$ cat src/rtl/control_bomba_pkg.sv
// Shared types and widths for the pump controller.
package control_bomba_pkg;

    localparam int ESTADO_W = 3;
    localparam int SEG_W    = 8;
    localparam int CONF_W   = 4;

    typedef enum logic [ESTADO_W-1:0] {
        REPOSO   = 3'd0,
        CONFIRMA = 3'd1,
        RIEGO    = 3'd2,
        ESPERA   = 3'd3,
        FALLA    = 3'd4
    } estado_t;

endpackage

$ cat src/rtl/divisor_tick.sv
// One-second prescaler: pulses tick for one cycle every CLK_HZ cycles, restartable via clr.
module divisor_tick #(
    parameter int CLK_HZ = 50000000
) (
    input  logic clk,
    input  logic rst,
    input  logic clr,
    output logic tick
);

    localparam int CNT_W = (CLK_HZ > 1) ? $clog2(CLK_HZ) : 1;
    localparam logic [CNT_W-1:0] CNT_MAX = CNT_W'(CLK_HZ - 1);

    logic [CNT_W-1:0] cnt_q, cnt_d;

    always_comb begin
        tick  = (cnt_q == CNT_MAX);
        cnt_d = (clr || tick) ? '0 : cnt_q + CNT_W'(1);
    end

    always_ff @(posedge clk) begin
        if (rst) cnt_q <= '0;
        else     cnt_q <= cnt_d;
    end

endmodule

$ cat src/rtl/control_bomba.sv
// Pump controller: confirms the watering request, waters, then soaks before re-evaluating.
// Optional macro MAX_CICLOS_EN adds a consecutive-cycle limit that latches a fault state.
module control_bomba
    import control_bomba_pkg::*;
#(
    parameter int CLK_HZ     = 50000000,
    parameter int N_CONF     = 3,
    parameter int T_RIEGO_S  = 5,
    parameter int T_ESPERA_S = 30,
    parameter int MAX_CICLOS = 4
) (
    input  logic                clk,
    input  logic                rst,
    input  logic                habilitar,
    input  logic                regar,
    input  logic                tanque_vacio,
    output logic                bomba,
    output logic [ESTADO_W-1:0] estado,
    output logic [SEG_W-1:0]    segundos_rest,
    output logic                falla
);

    localparam logic [CONF_W-1:0] N_CONF_V   = CONF_W'(N_CONF);
    localparam logic [SEG_W-1:0]  T_RIEGO_V  = SEG_W'(T_RIEGO_S);
    localparam logic [SEG_W-1:0]  T_ESPERA_V = SEG_W'(T_ESPERA_S);

    estado_t           state_q, state_d;
    logic [CONF_W-1:0] conf_q, conf_d;
    logic [SEG_W-1:0]  seg_q, seg_d;
    logic              tick;
    logic              cambio;

`ifdef MAX_CICLOS_EN
    localparam logic [CONF_W-1:0] MAX_CICLOS_V = CONF_W'(MAX_CICLOS);
    logic [CONF_W-1:0] ciclos_q, ciclos_d;
`endif

    // Restarting the prescaler on every state change makes each timed state exact.
    assign cambio = (state_d != state_q);

    divisor_tick #(.CLK_HZ(CLK_HZ)) u_divisor (
        .clk  (clk),
        .rst  (rst),
        .clr  (cambio),
        .tick (tick)
    );

    always_comb begin
        state_d = state_q;
        conf_d  = conf_q;
        seg_d   = seg_q;
`ifdef MAX_CICLOS_EN
        ciclos_d = ciclos_q;
`endif
        unique case (state_q)
            REPOSO: begin
                conf_d = '0;
                seg_d  = '0;
`ifdef MAX_CICLOS_EN
                if (!regar) ciclos_d = '0;
`endif
                if (habilitar && regar && !tanque_vacio) state_d = CONFIRMA;
            end
            CONFIRMA: begin
                if (!habilitar || tanque_vacio || !regar) begin
                    state_d = REPOSO;
                end else if (tick) begin
                    if (conf_q + CONF_W'(1) == N_CONF_V) begin
                        state_d = RIEGO;
                        seg_d   = T_RIEGO_V;
                    end else begin
                        conf_d = conf_q + CONF_W'(1);
                    end
                end
            end
            RIEGO: begin
                if (!habilitar) begin
                    state_d = REPOSO;
                    seg_d   = '0;
                end else if (tanque_vacio) begin
                    state_d = ESPERA;
                    seg_d   = T_ESPERA_V;
                end else if (tick) begin
                    if (seg_q == SEG_W'(1)) begin
                        state_d = ESPERA;
                        seg_d   = T_ESPERA_V;
`ifdef MAX_CICLOS_EN
                        if (ciclos_q != '1) ciclos_d = ciclos_q + CONF_W'(1);
`endif
                    end else begin
                        seg_d = seg_q - SEG_W'(1);
                    end
                end
            end
            ESPERA: begin
                if (!habilitar) begin
                    state_d = REPOSO;
                    seg_d   = '0;
                end else if (tick) begin
                    if (seg_q == SEG_W'(1)) begin
                        seg_d   = '0;
                        state_d = REPOSO;
`ifdef MAX_CICLOS_EN
                        if (ciclos_q == MAX_CICLOS_V) state_d = FALLA;
`endif
                    end else begin
                        seg_d = seg_q - SEG_W'(1);
                    end
                end
            end
            FALLA: begin
                seg_d = '0;
                if (!habilitar) begin
                    state_d = REPOSO;
`ifdef MAX_CICLOS_EN
                    ciclos_d = '0;
`endif
                end
            end
            default: begin
                state_d = REPOSO;
                seg_d   = '0;
            end
        endcase
    end

    always_ff @(posedge clk) begin
        if (rst) begin
            state_q <= REPOSO;
            conf_q  <= '0;
            seg_q   <= '0;
`ifdef MAX_CICLOS_EN
            ciclos_q <= '0;
`endif
        end else begin
            state_q <= state_d;
            conf_q  <= conf_d;
            seg_q   <= seg_d;
`ifdef MAX_CICLOS_EN
            ciclos_q <= ciclos_d;
`endif
        end
    end

    // Outputs decode directly from registers so bomba and estado move together.
    assign bomba         = (state_q == RIEGO);
    assign estado        = state_q;
    assign segundos_rest = seg_q;
`ifdef MAX_CICLOS_EN
    assign falla = (state_q == FALLA);
`else
    assign falla = 1'b0;
`endif

endmodule

$ cat config.mk
export PLATFORM = sky130hd
export DESIGN_NAME = control_bomba
export DESIGN_NICKNAME = d
export VERILOG_FILES = /design/src/rtl/control_bomba_pkg.sv /design/src/rtl/divisor_tick.sv /design/src/rtl/control_bomba.sv
export SDC_FILE = /design/constraint.sdc
export NUM_CORES = 1
export LEC_CHECK = 0
export BUFFER_PORTS_ARGS = -buffer_cell sky130_fd_sc_hd__buf_2
export CAP_MARGIN = 10
export CORE_MARGIN = 2
export CORE_UTILIZATION = 60
export DETAILED_ROUTE_END_ITERATION = 16
export GPL_TIMING_DRIVEN = 0
export PLACE_DENSITY = 0.78
export SYNTH_ARGS = -nofsm -noshare
export SYNTH_HDL_FRONTEND = slang
export SYNTH_SLANG_ARGS = --single-unit
export TNS_END_PERCENT = 30
$ cat constraint.sdc
create_clock -name clk -period 6.5 [get_ports clk]
set_clock_uncertainty 0.15 [all_clocks]
set_input_delay 0.325 -clock clk [delete_from_list [all_inputs] [get_ports clk]]
set_output_delay 0.325 -clock clk [all_outputs]
set_load 0.01 [all_outputs]
==> flow_summary.ini, run 1 <==
[logic_synthesis]
largest_family_of_logic_cells_by_synthesized_area = simple AND/OR/NAND/NOR gates
muxShareOfSynthArea_pct = 0.428
synth_edf_count = 0
synth_simple_gate_area_share_pct = 32.1
synth-async-reset-ratio_pct = 0
postSynthAreaPerCell_sq_um = 8.32
synth_flop_cell = sky130_fd_sc_hd__dfxtp_1
cell_area_after_synthesis_sq_um = 2340
synth_cell_type_count = 57
synth_fa_ha_area_share_pct = 2.68
post_synth_inst_count = 281
synth_fp_nets = 291
synth.ff_latch_count = 41
yosysWarnings = 0
synth-seq-area-share_pct = 35.1
synth_compound_gate_area_share_pct = 16.0
post_synth_xor_area_fraction_pct = 8.99

[finish]
filler_cell_count = 316
finalInstanceArea_sq_um = 2590
syn_to_final_growth_pct = 10.8
n_antenna_cell = 0
post_route_cells_drive_above_1_share_pct = 12.8
finalNonFillerCells = 352
fin_util_pct = 69.7
final_nets = 313

[worst_setup_path]
cp.arrival_ns = 2.40
max_stage_delay_ns = 0.56
worst_setup_path_start_kind = flop
cp-end-kind = flop
r2r_cells = 6
required_time_of_the_critical_path_ns = 6.55
crit_start = u_divisor.cnt_q[0]$_SDFF_PP0_
r2r_slack_ns = 4.15
worstPathCellList = ha_1 > nand3_2 > or4_4 > nor4_4 > a31oi_1 > a311oi_1
reg2reg_to = conf_q[0]$_SDFFE_PP0P_
path_max_fanout = 7
reg2reg_from = u_divisor.cnt_q[0]$_SDFF_PP0_
crit_type = flop to flop
critical-path-slowest-cell = sky130_fd_sc_hd__or4_4

[global_routing]
grt_antenna_before_repair = 0
grt_overflow_total = 0
grt_max_degree = 13
gr-usage-all-layers_pct = 25.3
grt_pass1_vias = 1941
grt_pass1_wl_um = 8700

[clock_tree]
ctsHtreeMaxLevel = 2
cts_buffers = 5
cts_num_sinks = 41
tritoncts = built
ctsRootBufferMaster = sky130_fd_sc_hd__clkbuf_8
cts.path.max_buffers = 2
insertion_delay_ns = 0.29
clk_pin_slew_worst_paths_ns = 0.08
cts_resized = 0
buffers_inserted_during_post_cts_setup_optimization = 0
cts-hold-fix-buffers = 0

[sta]
timing.final.crit_period_ns = 2.35
finalHoldViolations = 0
pins_over_their_slew_limit = 0
rsz_0062_raised_after_global_routing = no
tns_ns = 0
final_worst_setup_slack_ns = 4.15
tightestPinTransition_ns = 0.604
layout_worst_path_cycle_share_pct = 36.2
whs_ns = 0.173
timing.final.setup_violations = 0
max_clock_freq_mhz = 425
worst_slew_margin_rel_pct = 59.7

[die]
ios = 18
die_h_um = 66.4
dieArea_sq_um = 4410
num_rows = 22
fp.dieW_um = 66.4
initial_utilization_pct = 62.9
core-area_sq_um = 3720

[routing]
routedWlPerCell_um = 14.3
dr.pass1.iters = 4
ant_nets = 0
drt-vias-per-instance = 6.05
first_iter_violations = 196
route.vias.total = 2130
drc = 0
drt-total-wl_um = 5020

[placed_design]
dp_hpwl_um = 3600
numPlacedInstances = 344
post_dp_cell_area_sq_um = 2470
io_buffers = 15
worst_slack_after_detailed_placement_ns = 4.21
place.gp.congestion = 0.890

[min_path]
hold_path_class = primary input to flop
worst_hold_startpoint = rst
worst_hold_path.num_cells = 2
whs_endpoint = segundos_rest[3]$_SDFFE_PP0P_

[power_and_ir_drop]
report.power.total_mw = 0.498
cellPowerDensity_nw_per_um2 = 192
power.static_leakage_nw = 0.925
vdd_ir_drop_max_mv = 0.154

[status]
run_status = complete, no violations

[flow_run]
drv.max_cap_violation_count = 0
==> where the power goes <==
group	internal, mW	switching [mW]	leakage [nW]
Combinational	0.0105	0.0188	0.536
Clock	0.125	0.0877	0.0585
Sequential	0.253	0.00226	0.331
==> final cells by class <==
type                            count  area [sq um]  share of cell area (%)
Buffer                             10          68.8                    2.66
Multi-Input combinational cell    220          1410                    54.5
Clock buffer                        7          86.3                    3.33
Clock inverter                      1          30.0                    1.16
Sequential cell                    41           821                    31.7
Inverter                           10          37.5                    1.45
Timing Repair Buffer               15          75.1                    2.90
Tap cell                           48          60.1                    2.32
==> cell usage in the layout, fill, tap and decap left out, types with 6 or more instances in the layout <==
cell type / count
sky130_fd_sc_hd__buf_2: 17
sky130_fd_sc_hd__inv_1: 10
sky130_fd_sc_hd__xor2_1: 6
sky130_fd_sc_hd__nor4_1: 6
sky130_fd_sc_hd__nor2_1: 42
sky130_fd_sc_hd__a211oi_1: 10
sky130_fd_sc_hd__nor2b_1: 7
sky130_fd_sc_hd__xnor2_1: 18
sky130_fd_sc_hd__o21ai_0: 6
sky130_fd_sc_hd__nor3_1: 7
sky130_fd_sc_hd__clkbuf_8: 6
sky130_fd_sc_hd__nand3_1: 14
sky130_fd_sc_hd__nand2_1: 23
sky130_fd_sc_hd__dfxtp_1: 41
sky130_fd_sc_hd__a21oi_1: 8
==> worst max-delay path: cells and delay by family (launching register included) <==
family,cells,cell delay (ns)
AOI/OAI and AO/OA,2,0.42
adders and majority gates,1,0.24
DFF,1,0.38
and+or+nand+nor,3,1.08
==> per-layer routing <==
metal	share of wire (%)	global-route usage, %
met2	45	39.3
met1	50	34.7
met5	0	0
met3	5.2	5.11
met4	0.38	8.93
==> flip-flops by register name (all words and copies together) (netlist names) <==
name / count
conf_q: 4
estado: 3
segundos_rest: 8
u_divisor.cnt_q: 26
==> worst max path at each step <==
stage,slack [ns],cells after the start,to
after floorplan,4.42,6,conf_q[0]$_SDFFE_PP0P_
after detailed placement,4.21,7,u_divisor.cnt_q[3]$_SDFF_PP0_
after global placement,4.23,7,u_divisor.cnt_q[13]$_SDFF_PP0_
final,4.15,6,conf_q[0]$_SDFFE_PP0P_
after global routing,3.91,7,u_divisor.cnt_q[3]$_SDFF_PP0_
after CTS,4.15,6,conf_q[0]$_SDFFE_PP0P_
==> cell usage after synthesis, types with 3 or more instances <==
cell type | count | area [sq um]
sky130_fd_sc_hd__o311ai_0 | 3 | 26.3
sky130_fd_sc_hd__nand3_1 | 14 | 70.1
sky130_fd_sc_hd__buf_4 | 4 | 30.0
sky130_fd_sc_hd__or3_1 | 3 | 18.8
sky130_fd_sc_hd__nor2_1 | 42 | 158
sky130_fd_sc_hd__ha_1 | 5 | 62.6
sky130_fd_sc_hd__xor2_1 | 6 | 52.6
sky130_fd_sc_hd__xnor2_1 | 18 | 158
sky130_fd_sc_hd__nand4_1 | 5 | 31.3
sky130_fd_sc_hd__dfxtp_1 | 41 | 821
sky130_fd_sc_hd__a211oi_1 | 10 | 75.1
sky130_fd_sc_hd__inv_1 | 10 | 37.5
sky130_fd_sc_hd__nor3_1 | 7 | 35.0
sky130_fd_sc_hd__and3_1 | 5 | 31.3
sky130_fd_sc_hd__a21oi_1 | 8 | 40.0
sky130_fd_sc_hd__o31ai_1 | 3 | 22.5
sky130_fd_sc_hd__nor2b_1 | 7 | 43.8
sky130_fd_sc_hd__nor4_1 | 6 | 37.5
sky130_fd_sc_hd__a31oi_1 | 4 | 25.0
sky130_fd_sc_hd__o21ai_0 | 6 | 30.0
sky130_fd_sc_hd__o32ai_1 | 3 | 26.3
sky130_fd_sc_hd__and4_1 | 5 | 43.8
sky130_fd_sc_hd__nand2_1 | 23 | 86.3
==> kinds of logic after synthesis <==
family | count (synthesis)
xor gates and xnor gates | 24
adders and majority gates | 5
and+or+nand+nor | 137
buffers and inverters | 20
muxes | 1
AOI/OAI and AO/OA | 52
other | 1
DFF | 41
Power figures use the tool's default switching activity.
==> run 2, diff against run 1 <==
CORE_UTILIZATION = 59   (was 60)
PLACE_DENSITY = 0.77   (was 0.78)
clock period = 2.4 ns   (was 6.5 ns; I/O delays follow)
==> run 2 against run 1 <==
Hold slack better by 0.011 ns. Total power rose to 2.7 times the previous value. Utilization up 0.76 points. Sequential share of layout area down 0.52 points. Non-clock buffer count up 3. Final area up 1.8%. Die area up 1.6%. Global-route usage down 0.21 points. Count of clock-buffer cells in the layout down 1. Fmax up 4.7%. Critical path type unchanged. Clock power rose to 2.7 times the previous value. Critical endpoint unchanged. Critical path depth up 1.
==> flow_summary.ini, run 2 (synthesis results as in run 1) <==
[die]
initial_utilization_pct = 62.4
ios = 18
die_h_um = 66.9
fp.dieW_um = 66.9
dieArea_sq_um = 4480
core-area_sq_um = 3740
num_rows = 22

[clock_tree]
tritoncts = built
ctsHtreeMaxLevel = 2
ctsRootBufferMaster = sky130_fd_sc_hd__clkbuf_8
insertion_delay_ns = 0.29
cts_buffers = 5
clk_pin_slew_worst_paths_ns = 0.08
cts_num_sinks = 41
cts.path.max_buffers = 2

[routing]
first_iter_violations = 357
drt-total-wl_um = 5200
drc = 0
dr.pass1.iters = 4
routedWlPerCell_um = 14.7
drt-vias-per-instance = 6.03
route.vias.total = 2141
ant_nets = 0

[min_path]
worst_hold_startpoint = tanque_vacio
hold_path_class = primary input to flop

[worst_setup_path]
worst_setup_path_start_kind = flop
worstPathCellList = ha_2 > nand3_2 > or4_4 > nor4_4 > buf_4 > a31oi_1 > a311oi_1
reg2reg_from = u_divisor.cnt_q[1]$_SDFF_PP0_
crit_type = flop to flop
cp-end-kind = flop
critPathTopFamily = simple AND/OR/NAND/NOR gates
critical-path-slowest-cell = sky130_fd_sc_hd__or4_4
path_max_fanout = 7
crit_start = u_divisor.cnt_q[1]$_SDFF_PP0_
critical_path.n_buffers_inverters = 1
max_stage_delay_ns = 0.56
cp.arrival_ns = 2.30
required_time_of_the_critical_path_ns = 2.45

[power_and_ir_drop]
power.switching_fraction_pct = 22.2
pwr-share-clk_pct = 42.8
power.internal_mw = 1.06
vdd_ir_drop_max_mv = 0.359
combinationalPowerShare_pct = 6.1
power.static_leakage_nw = 0.936
p_sw_mw = 0.300
pwr-share-seq_pct = 51.1
cellPowerDensity_nw_per_um2 = 514

[flow_run]
drv.max_cap_violation_count = 0

[placed_design]
dp_hpwl_um = 3710
io_buffers = 15
worst_slack_after_detailed_placement_ns = 0.0985
post_dp_cell_area_sq_um = 2470
place.gp.congestion = 0.914

[global_routing]
grt_pass1_wl_um = 8760
grt_max_degree = 14
gr-usage-all-layers_pct = 25.1
grt_pass1_vias = 1944
grt_antenna_before_repair = 0
grt_overflow_total = 0

[status]
run_status = complete, no violations

[finish]
post_route_cells_drive_above_1_share_pct = 15.0
fin_util_pct = 70.4
n_antenna_cell = 0
filler_cell_count = 305
registers.top_by_ff_count = u_divisor.cnt_q
layout_commonest_cell = sky130_fd_sc_hd__nor2_1
commonest_cells_after_routing_fill_and_taps_aside = sky130_fd_sc_hd__nor2_1, sky130_fd_sc_hd__dfxtp_1, sky130_fd_sc_hd__nand2_1
largest_register_ff_count = 26
finalInstanceArea_sq_um = 2640
final_nets = 316
syn_to_final_growth_pct = 12.8

[sta]
final_worst_setup_slack_ns = 0.155
timing.final.setup_violations = 0
finalHoldViolations = 0
pins_over_their_slew_limit = 0
timing.final.crit_period_ns = 2.24
whs_ns = 0.184
tns_ns = 0
max_clock_freq_mhz = 446
rsz_0062_raised_after_global_routing = no
layout_worst_path_cycle_share_pct = 93.5
## run 2: final timing paths
| kind | to | slack (ns) | cells after the start |
|---|---|---|---|
| min | estado[0]$_SDFF_PP0_ | 0.18 | 4 |
| max | conf_q[0]$_SDFFE_PP0P_ | 0.16 | 7 |
| max reg2reg | conf_q[0]$_SDFFE_PP0P_ | 0.16 | 7 |
| min reg2reg | u_divisor.cnt_q[0]$_SDFF_PP0_ | 0.29 | 1 |
## run 2: repair_timing
item                                    CTS  global route
endpoints found under the hold margin     4             0
setup buffers                             0             1
resized for setup                         0             5
hold buffers                              2             0
endpoints found under the setup margin    0            30
## run 2: routing by layer
metal	GRT usage, %	vias up	part of all wire, %
li1	-	1076	-
met1	34.8	987	48
met2	40.4	73	45
met3	3.89	5	6.0
met4	6.89	0	0.65
met5	0	-	0
## run 2: tightest hold or removal path, cell delays in order
cell and delay (ns):
sky130_fd_sc_hd__buf_2 0.15, sky130_fd_sc_hd__or3b_2 0.16, sky130_fd_sc_hd__a211o_1 0.10, sky130_fd_sc_hd__a31oi_1 0.06
## run 2: through the flow
stage,instances,total power [mW]
3_3_place_gp,344,0.785
4_1_cts,354,1.36
2_1_floorplan,281,0.762
3_5_place_dp,344,0.786
6_report,355,1.36
5_1_grt,355,1.40
## run 2: power by group through the flow
stage / clock [mW] / sequential (mW) / combinational [mW]
finish: 0.580 / 0.692 / 0.0828
CTS: 0.590 / 0.692 / 0.0812
floorplan: 0 / 0.707 / 0.0547
detailed placement: 0 / 0.708 / 0.0778
global placement: 0 / 0.708 / 0.0772
global route: 0.617 / 0.694 / 0.0912
## run 2: layout make-up
| class | instances | area, sq um | share of cell area, % |
|---|---|---|---|
| multi-input combinational | 220 | 1430 | 54.1 |
| sequential | 41 | 822 | 31.2 |
| timing repair buffer | 18 | 103 | 3.89 |
| clock buffer | 6 | 82.6 | 3.13 |
| buffer | 10 | 68.8 | 2.61 |
| tap | 48 | 60.1 | 2.28 |
| clock inverter | 2 | 37.5 | 1.42 |
| inverter | 10 | 37.5 | 1.42 |
